**src/rtl/fpga_stream_sink_pkg.sv**
```systemverilog
// -----------------------------------------------------------------------------
// fpga_stream_sink_pkg
// Shared constants for the stream sink: Avalon-MM register word addresses and
// bit positions inside the STAT and CTRL registers.
// No ports (package).
// -----------------------------------------------------------------------------
package fpga_stream_sink_pkg;

  // Register word addresses on the Avalon-MM slave
  localparam logic [1:0] ADDR_DATA = 2'd0;
  localparam logic [1:0] ADDR_STAT = 2'd1;
  localparam logic [1:0] ADDR_CNT  = 2'd2;
  localparam logic [1:0] ADDR_CTRL = 2'd3;

  // STAT register bit positions
  localparam int STAT_EMPTY      = 0;
  localparam int STAT_FULL       = 1;
  localparam int STAT_FRAME_DONE = 2;
  localparam int STAT_UNDERFLOW  = 3;
  localparam int STAT_ENABLE     = 4;
  localparam int STAT_LAST_LSB   = 5;
  localparam int STAT_LEVEL_LSB  = 16;

  // CTRL register bit positions
  localparam int CTRL_ENABLE = 0;
  localparam int CTRL_CLEAR  = 1;

  // Place a byte into its little-endian lane of a 32-bit word
  function automatic logic [31:0] lane_insert(input logic [7:0] data,
                                              input logic [1:0] lane);
    return {24'd0, data} << {lane, 3'b000};
  endfunction

endpackage

```
**src/rtl/fpga_stream_sink_if.sv**
```systemverilog
// -----------------------------------------------------------------------------
// fpga_stream_sink_if
// Bundles the 8-bit AXI4-Stream input and the Avalon-MM slave bus of the
// stream sink.
//   slave  : seen by the sink (accepts stream, answers register accesses)
//   master : seen by whoever drives the stream and the HPS bus
// Signals:
//   axis4_s_tdata/tvalid/tlast -> sink, axis4_s_tready <- sink
//   avs_address/chipselect/read/write_n/writedata -> sink, avs_readdata <- sink
// -----------------------------------------------------------------------------
interface fpga_stream_sink_if;

  logic [7:0]  axis4_s_tdata;
  logic        axis4_s_tvalid;
  logic        axis4_s_tlast;
  logic        axis4_s_tready;

  logic [1:0]  avs_address;
  logic        avs_chipselect;
  logic        avs_read;
  logic        avs_write_n;
  logic [31:0] avs_writedata;
  logic [31:0] avs_readdata;

  modport slave (
    input  axis4_s_tdata, axis4_s_tvalid, axis4_s_tlast,
    output axis4_s_tready,
    input  avs_address, avs_chipselect, avs_read, avs_write_n, avs_writedata,
    output avs_readdata
  );

  modport master (
    output axis4_s_tdata, axis4_s_tvalid, axis4_s_tlast,
    input  axis4_s_tready,
    output avs_address, avs_chipselect, avs_read, avs_write_n, avs_writedata,
    input  avs_readdata
  );

endinterface

```
**src/rtl/fpga_stream_sink_fifo.sv**
```systemverilog
// -----------------------------------------------------------------------------
// fpga_stream_sink_fifo
// Synchronous show-ahead FIFO, 32 bits wide, 2^FIFO_AW words deep. The head
// word is always present on rdata; pop just advances past it.
// Ports:
//   clk, reset : clock, asynchronous active-high reset (pointers only)
//   clear      : synchronous flush, wins over push/pop
//   push/wdata : write a word (ignored when full)
//   pop        : discard the head word (ignored when empty)
//   rdata      : head word (undefined content when empty)
//   empty/full : status flags
//   level      : number of stored words, FIFO_AW+1 bits
// -----------------------------------------------------------------------------
module fpga_stream_sink_fifo #(
  parameter int FIFO_AW = 4
) (
  input  logic               clk,
  input  logic               reset,
  input  logic               clear,
  input  logic               push,
  input  logic [31:0]        wdata,
  input  logic               pop,
  output logic [31:0]        rdata,
  output logic               empty,
  output logic               full,
  output logic [FIFO_AW:0]   level
);

  localparam int DEPTH = 1 << FIFO_AW;

  logic [31:0]      mem [DEPTH];
  logic [FIFO_AW:0] wptr;
  logic [FIFO_AW:0] rptr;
  logic             do_push;
  logic             do_pop;

  // Pointers carry one extra wrap bit: equal means empty, differing only in
  // the wrap bit means full.
  assign empty   = (wptr == rptr);
  assign full    = ((wptr ^ rptr) == {1'b1, {FIFO_AW{1'b0}}});
  assign level   = wptr - rptr;
  assign do_push = push & ~full & ~clear;
  assign do_pop  = pop & ~empty & ~clear;
  assign rdata   = mem[rptr[FIFO_AW-1:0]];

  always_ff @(posedge clk or posedge reset) begin
    if (reset) begin
      wptr <= '0;
      rptr <= '0;
    end else if (clear) begin
      wptr <= '0;
      rptr <= '0;
    end else begin
      if (do_push) wptr <= wptr + 1'b1;
      if (do_pop)  rptr <= rptr + 1'b1;
    end
  end

  // Storage has no reset; only the pointers define what is valid.
  always_ff @(posedge clk) begin
    if (do_push) mem[wptr[FIFO_AW-1:0]] <= wdata;
  end

endmodule

```
**src/rtl/fpga_stream_sink.sv**
```systemverilog
// -----------------------------------------------------------------------------
// fpga_stream_sink
// Consumes an 8-bit AXI4-Stream, packs bytes little-endian into 32-bit words,
// buffers them in a show-ahead FIFO and exposes them to the HPS over an
// Avalon-MM slave together with frame status, byte count and byte checksum.
// A partial word is flushed zero-padded on tlast.
// Ports:
//   clk   : system clock
//   reset : asynchronous active-high reset
//   bus   : stream input + Avalon-MM slave (fpga_stream_sink_if.slave)
// Registers: 0 DATA (R, pops), 1 STAT (R), 2 CNT (R), 3 CTRL (R/W)
// -----------------------------------------------------------------------------
module fpga_stream_sink
  import fpga_stream_sink_pkg::*;
#(
  parameter int FIFO_AW = 4
) (
  input  logic                clk,
  input  logic                reset,
  fpga_stream_sink_if.slave   bus
);

  logic              enable;
  logic [1:0]        lane;
  logic [31:0]       hold_word;
  logic              frame_done;
  logic              underflow;
  logic [2:0]        last_bytes;
  logic [15:0]       byte_count;
  logic [15:0]       byte_sum;

  logic              wr_en;
  logic              ctrl_wr;
  logic              clear_wr;
  logic              pop_req;
  logic              accept;
  logic              push;
  logic [31:0]       word_next;

  logic [31:0]       fifo_rdata;
  logic              fifo_empty;
  logic              fifo_full;
  logic [FIFO_AW:0]  fifo_level;

  logic [31:0]       stat_word;
  logic              unused_wdata;

  assign wr_en    = bus.avs_chipselect & ~bus.avs_write_n;
  assign ctrl_wr  = wr_en & (bus.avs_address == ADDR_CTRL);
  assign clear_wr = ctrl_wr & bus.avs_writedata[CTRL_CLEAR];
  assign pop_req  = bus.avs_chipselect & bus.avs_read & (bus.avs_address == ADDR_DATA);

  // A pending clear blocks the stream so no beat is lost to the flush.
  assign bus.axis4_s_tready = enable & ~fifo_full & ~clear_wr;
  assign accept    = bus.axis4_s_tvalid & bus.axis4_s_tready;
  assign word_next = hold_word | lane_insert(bus.axis4_s_tdata, lane);
  assign push      = accept & ((lane == 2'd3) | bus.axis4_s_tlast);

  assign unused_wdata = ^bus.avs_writedata[31:2];

  fpga_stream_sink_fifo #(
    .FIFO_AW (FIFO_AW)
  ) u_fifo (
    .clk   (clk),
    .reset (reset),
    .clear (clear_wr),
    .push  (push),
    .wdata (word_next),
    .pop   (pop_req),
    .rdata (fifo_rdata),
    .empty (fifo_empty),
    .full  (fifo_full),
    .level (fifo_level)
  );

  // Packer: bytes accumulate in hold_word; the assembled word (current byte
  // included) is pushed straight from word_next, so hold_word restarts at 0.
  // While disabled no beat is accepted and the partial word simply waits.
  always_ff @(posedge clk or posedge reset) begin
    if (reset) begin
      lane      <= 2'd0;
      hold_word <= '0;
    end else if (clear_wr) begin
      lane      <= 2'd0;
      hold_word <= '0;
    end else if (accept) begin
      if (push) begin
        lane      <= 2'd0;
        hold_word <= '0;
      end else begin
        lane      <= lane + 2'd1;
        hold_word <= word_next;
      end
    end
  end

  // Control, sticky status and frame counters
  always_ff @(posedge clk or posedge reset) begin
    if (reset) begin
      enable     <= 1'b0;
      frame_done <= 1'b0;
      underflow  <= 1'b0;
      last_bytes <= 3'd0;
      byte_count <= '0;
      byte_sum   <= '0;
    end else begin
      if (ctrl_wr) enable <= bus.avs_writedata[CTRL_ENABLE];
      if (clear_wr) begin
        frame_done <= 1'b0;
        underflow  <= 1'b0;
        last_bytes <= 3'd0;
        byte_count <= '0;
        byte_sum   <= '0;
      end else begin
        if (accept) begin
          byte_count <= byte_count + 16'd1;
          byte_sum   <= byte_sum + {8'd0, bus.axis4_s_tdata};
          if (bus.axis4_s_tlast) begin
            frame_done <= 1'b1;
            last_bytes <= {1'b0, lane} + 3'd1;
          end
        end
        if (pop_req && fifo_empty) underflow <= 1'b1;
      end
    end
  end

  always_comb begin
    stat_word                                 = '0;
    stat_word[STAT_EMPTY]                     = fifo_empty;
    stat_word[STAT_FULL]                      = fifo_full;
    stat_word[STAT_FRAME_DONE]                = frame_done;
    stat_word[STAT_UNDERFLOW]                 = underflow;
    stat_word[STAT_ENABLE]                    = enable;
    stat_word[STAT_LAST_LSB +: 3]             = last_bytes;
    stat_word[STAT_LEVEL_LSB +: 16]           = 16'(fifo_level);
  end

  // Zero-wait-state read mux; DATA reads 0 when nothing is buffered.
  always_comb begin
    bus.avs_readdata = '0;
    case (bus.avs_address)
      ADDR_DATA: bus.avs_readdata = fifo_empty ? 32'd0 : fifo_rdata;
      ADDR_STAT: bus.avs_readdata = stat_word;
      ADDR_CNT:  bus.avs_readdata = {byte_sum, byte_count};
      ADDR_CTRL: bus.avs_readdata = {31'd0, enable};
      default:   bus.avs_readdata = '0;
    endcase
  end

endmodule

```
**src/flat_wrapper.sv**
```systemverilog
// flat-port wrapper written by rule: the top's interface ports become plain ports
module fpga_stream_sink_flat import fpga_stream_sink_pkg::*;
#(
  parameter int FIFO_AW = 4
)
  (clk, reset, bus_axis4_s_tdata, bus_axis4_s_tvalid, bus_axis4_s_tlast, bus_axis4_s_tready, bus_avs_address, bus_avs_chipselect, bus_avs_read, bus_avs_write_n, bus_avs_writedata, bus_avs_readdata);
  fpga_stream_sink_if bus_i ();
  input  logic clk;
  input  logic reset;
  input wire logic [$bits(bus_i.axis4_s_tdata)-1:0] bus_axis4_s_tdata;
  input wire logic [$bits(bus_i.axis4_s_tvalid)-1:0] bus_axis4_s_tvalid;
  input wire logic [$bits(bus_i.axis4_s_tlast)-1:0] bus_axis4_s_tlast;
  output wire logic [$bits(bus_i.axis4_s_tready)-1:0] bus_axis4_s_tready;
  input wire logic [$bits(bus_i.avs_address)-1:0] bus_avs_address;
  input wire logic [$bits(bus_i.avs_chipselect)-1:0] bus_avs_chipselect;
  input wire logic [$bits(bus_i.avs_read)-1:0] bus_avs_read;
  input wire logic [$bits(bus_i.avs_write_n)-1:0] bus_avs_write_n;
  input wire logic [$bits(bus_i.avs_writedata)-1:0] bus_avs_writedata;
  output wire logic [$bits(bus_i.avs_readdata)-1:0] bus_avs_readdata;
  assign bus_i.axis4_s_tdata = bus_axis4_s_tdata;
  assign bus_i.axis4_s_tvalid = bus_axis4_s_tvalid;
  assign bus_i.axis4_s_tlast = bus_axis4_s_tlast;
  assign bus_axis4_s_tready = bus_i.axis4_s_tready;
  assign bus_i.avs_address = bus_avs_address;
  assign bus_i.avs_chipselect = bus_avs_chipselect;
  assign bus_i.avs_read = bus_avs_read;
  assign bus_i.avs_write_n = bus_avs_write_n;
  assign bus_i.avs_writedata = bus_avs_writedata;
  assign bus_avs_readdata = bus_i.avs_readdata;
  fpga_stream_sink #(.FIFO_AW(FIFO_AW)) u_core (.clk(clk), .reset(reset), .bus(bus_i));
endmodule
```
**config.mk**
```make
export PLATFORM = sky130hd
export DESIGN_NAME = fpga_stream_sink_flat
export DESIGN_NICKNAME = d
export VERILOG_FILES = /design/src/rtl/fpga_stream_sink_pkg.sv /design/src/rtl/fpga_stream_sink_if.sv /design/src/rtl/fpga_stream_sink_fifo.sv /design/src/rtl/fpga_stream_sink.sv /design/src/flat_wrapper.sv
export SDC_FILE = /design/constraint.sdc
export NUM_CORES = 1
export LEC_CHECK = 0
export CAP_MARGIN = 20
export CORE_AREA = 2 2 266 268
export DETAILED_ROUTE_END_ITERATION = 7
export DIE_AREA = 0 0 268 270
export DONT_BUFFER_PORTS = 1
export PLACE_DENSITY_LB_ADDON = 0.3
export SYNTH_ARGS = -nofsm -noshare
export SYNTH_HDL_FRONTEND = slang
export SYNTH_SLANG_ARGS = --single-unit
```
**constraint.sdc**
```tcl
create_clock -name clk -period 6.54 [get_ports clk]
set_clock_uncertainty 0.2 [all_clocks]
set_input_delay 1.308 -clock clk [delete_from_list [all_inputs] [get_ports clk]]
set_output_delay 1.308 -clock clk [all_outputs]
set_load 0.05 [all_outputs]
```
==> results.py <==
metrics = {
    "outcome": {
        "outcome": "completed",
    },
    "synth": {
        "synth_cell_types": 62,
        "syn_inst": 1288,
        "synth.avg_cell_area_um2": 18.8,
        "synthFlopType": "edfxtp_1",
        "yosysMostFrequentCell": "edfxtp_1",
        "ys_ff_latch": 594,
        "synth_area_um2": 24200,
        "ys_top_cells_by_area": "edfxtp_1 (64%), mux4_2 (12%), dfrtp_1 (8.5%)",
        "yosysTopAreaCellShare": 0.637,
        "ys_seq_area_frac": 0.721,
        "yosysTopAreaCell": "edfxtp_1",
        "syn-num-nets": 1358,
        "synth_edf_count": 512,
        "ys_top_cells_by_count": "edfxtp_1 (512), mux4_2 (128), dfrtp_1 (82)",
        "ys_warn_count": 0,
        "async_flop_share": 0.138,
    },
    "routing": {
        "route.detailed.wl_per_inst_um": 25.7,
        "dr.pass1.iters": 5,
        "vias": 12400,
        "via_per_inst": 5.34,
        "drc": 0,
        "ant_nets": 0,
        "drtIter0Drc": 1111,
        "drt-total-wl_um": 59500,
    },
    "clock_network": {
        "cts_tree": "built",
        "clock-sinks": 594,
        "clkTransAtPathRegs_ps": 60,
        "post_cts_buffers": 0,
        "root_buffer": "clkbuf_16",
        "cts_buffers": 60,
        "cts_resized": 0,
        "ctsHoldBuffers": 0,
        "clk_path_buf_depth": 3,
        "htree_levels": 2,
        "insertion_delay_ps": 620,
    },
    "cells_and_area": {
        "drive_above_1_share": 0.215,
        "area_growth_pct": 13.4,
        "finalNetCount": 1398,
        "antenna_cells": 0,
    },
    "power": {
        "pwr-share-comb": 0.286,
        "switching_share": 0.318,
        "internal_power_w": 0.00771,
        "power.switching_w": 0.00359,
        "p_per_area_nw_per_um2": 413,
        "clkPwrFrac": 0.291,
        "p_leak_nw": 9.59,
        "irDropWorstVdd_mv": 0.240,
        "sequentialPowerShare": 0.423,
        "power.total_w": 0.0113,
    },
    "placed_design": {
        "place_hpwl_um": 35300,
        "place_congestion": 0.831,
        "io_buffers": 0,
    },
    "floorplan": {
        "core_area_um2": 69500,
        "row_count": 97,
        "io_pins": 82,
        "start_util": 0.347,
        "fp.dieH_um": 270,
        "die_area_um2": 72400,
        "die_x_um": 268,
    },
    "setup_path": {
        "critPathRequiredTime_ps": 5030,
        "end_kind": "output port",
        "crit_start": "u_core.u_fifo.rptr[2]$_DFFE_PP0P_",
        "path_class": "register to output port",
        "worstPathMaxFanout": 32,
        "r2r-start": "u_core.u_fifo.rptr[2]$_DFFE_PP0P_",
        "start_kind": "register",
        "cp.arrival_ps": 4150,
    },
    "global_route": {
        "grt-ovfl-total": 0,
        "grt_pass1_vias": 12700,
        "antenna_found_initial": 0,
        "grt_max_degree": 100,
        "grt_usage": 0.166,
        "grt_first_pass_wirelength_um": 87400,
    },
    "sta": {
        "finalSetupViolations": 0,
        "fmax_ghz": 0.177,
        "slew_violations": 0,
        "rsz0062_at_grt": "no",
        "worst_pin_slew_ps": 1100,
        "slew_headroom": 0.266,
        "finalWorstPathRequiredPeriod_ps": 5660,
        "tns_ps": 0,
        "finalCritPeriodShare": 0.865,
        "finalHoldViolCount": 0,
    },
    "run": {
        "maxCapViolCount": 0,
    },
    "hold_path": {
        "hold_class": "primary input to async pin",
    },
}
logic make-up after synthesis:
logic type      after synthesis  synth area share
buf+inv                      83            0.0148
flops                       594             0.721
fa+ha+maj                    21            0.0115
simple gates                173            0.0352
mux                         198             0.148
compound gates              194            0.0592
xor+xnor                     25           0.00938
cell usage in the layout (no fill, tap or decap), drive strengths merged, types with 3 or more instances in the layout:
master / instances
o22ai: 20
and4: 3
a22oi: 8
buf: 47
o21ai: 20
a211oi: 3
inv: 14
bufinv: 3
xnor2: 15
nand3: 21
clkinv: 28
a21o: 55
o221ai: 10
nor2b: 5
dfrtp: 82
and2: 10
nand4: 11
ha: 19
o31ai: 4
clkbuf: 78
nor3: 9
mux4: 128
nand2: 51
a21boi: 16
or3: 6
a32o: 17
mux2i: 68
nor2: 43
a21oi: 23
xor2: 10
edfxtp: 512
per-stage QoR:
stage | hold slack [ps] | area [um^2] | util | worst slack [ps] | std cells
4_1_cts | 232 | 27400 | 0.393 | 836 | 2315
5_1_grt | 239 | 27400 | 0.394 | 708 | 2316
3_5_place_dp | 283 | 25500 | 0.366 | 1500 | 2205
2_1_floorplan | 246 | 24200 | - | 870 | 1288
6_report | 269 | 27400 | 0.394 | 881 | 2316
3_3_place_gp | 275 | 25500 | 0.366 | 1520 | 2205
worst max-delay path: stages, from the launching register on:
cell     delay (ps)
dfrtp_4         750
inv_2            70
ha_1            360
and4_1          330
nand2_1         170
nand3_2         670
o22ai_1         620
a21o_1          530
layer usage:
metal  GRT usage  part of all wire  vias to the layer above
met5           0                 0                        -
met4      0.0365             0.019                        0
met3      0.0449             0.072                       83
met2       0.253              0.46                      338
met1       0.238              0.45                     6617
li1            -                 -                     5335
flip-flops by register name (all words and copies together) (netlist names):
signal	flops
u_core.u_fifo.mem	512
u_core.hold_word	32
u_core.byte_count	16
u_core.byte_sum	16
u_core.u_fifo.rptr	5
u_core.u_fifo.wptr	5
u_core.last_bytes	3
u_core.lane	2
u_core.enable	1
u_core.frame_done	1
u_core.underflow	1
power by group through the flow:
stage               Clock (W)  Sequential [W]  Combinational (W)
finish                0.00329         0.00478            0.00323
global route          0.00351         0.00480            0.00351
CTS                   0.00337         0.00478            0.00329
detailed placement          0         0.00486            0.00329
global placement            0         0.00485            0.00323
floorplan                   0         0.00474            0.00252
area by class of cell:
| class | count | area (um^2) |
|---|---|---|
| fill | 6225 | 42200 |
| sequential | 594 | 17400 |
| multi-input combinational | 611 | 6450 |
| clock buffer | 78 | 1640 |
| tap | 940 | 1180 |
| timing repair buffer | 47 | 385 |
| clock inverter | 32 | 235 |
| inverter | 14 | 55.1 |
final timing paths:
| kind | endpoint | slack [ps] | cells past startpoint |
|---|---|---|---|
| setup / recovery | bus_avs_readdata[8] | 880 | 7 |
| hold / removal | u_core.u_fifo.wptr[4]$_DFFE_PP0P_ | 270 | 1 |
| setup reg to reg | u_core.u_fifo.mem[14][29]$_DFFE_PP_ | 2190 | 9 |
| hold reg to reg | u_core.hold_word[28]$_DFFE_PP0P_ | 290 | 1 |
| max in group asynchronous | u_core.hold_word[30]$_DFFE_PP0P_ | 4660 | 2 |
| min in group clk | u_core.hold_word[28]$_DFFE_PP0P_ | 290 | 1 |
Note: power is estimated with default switching activity, not from simulation.
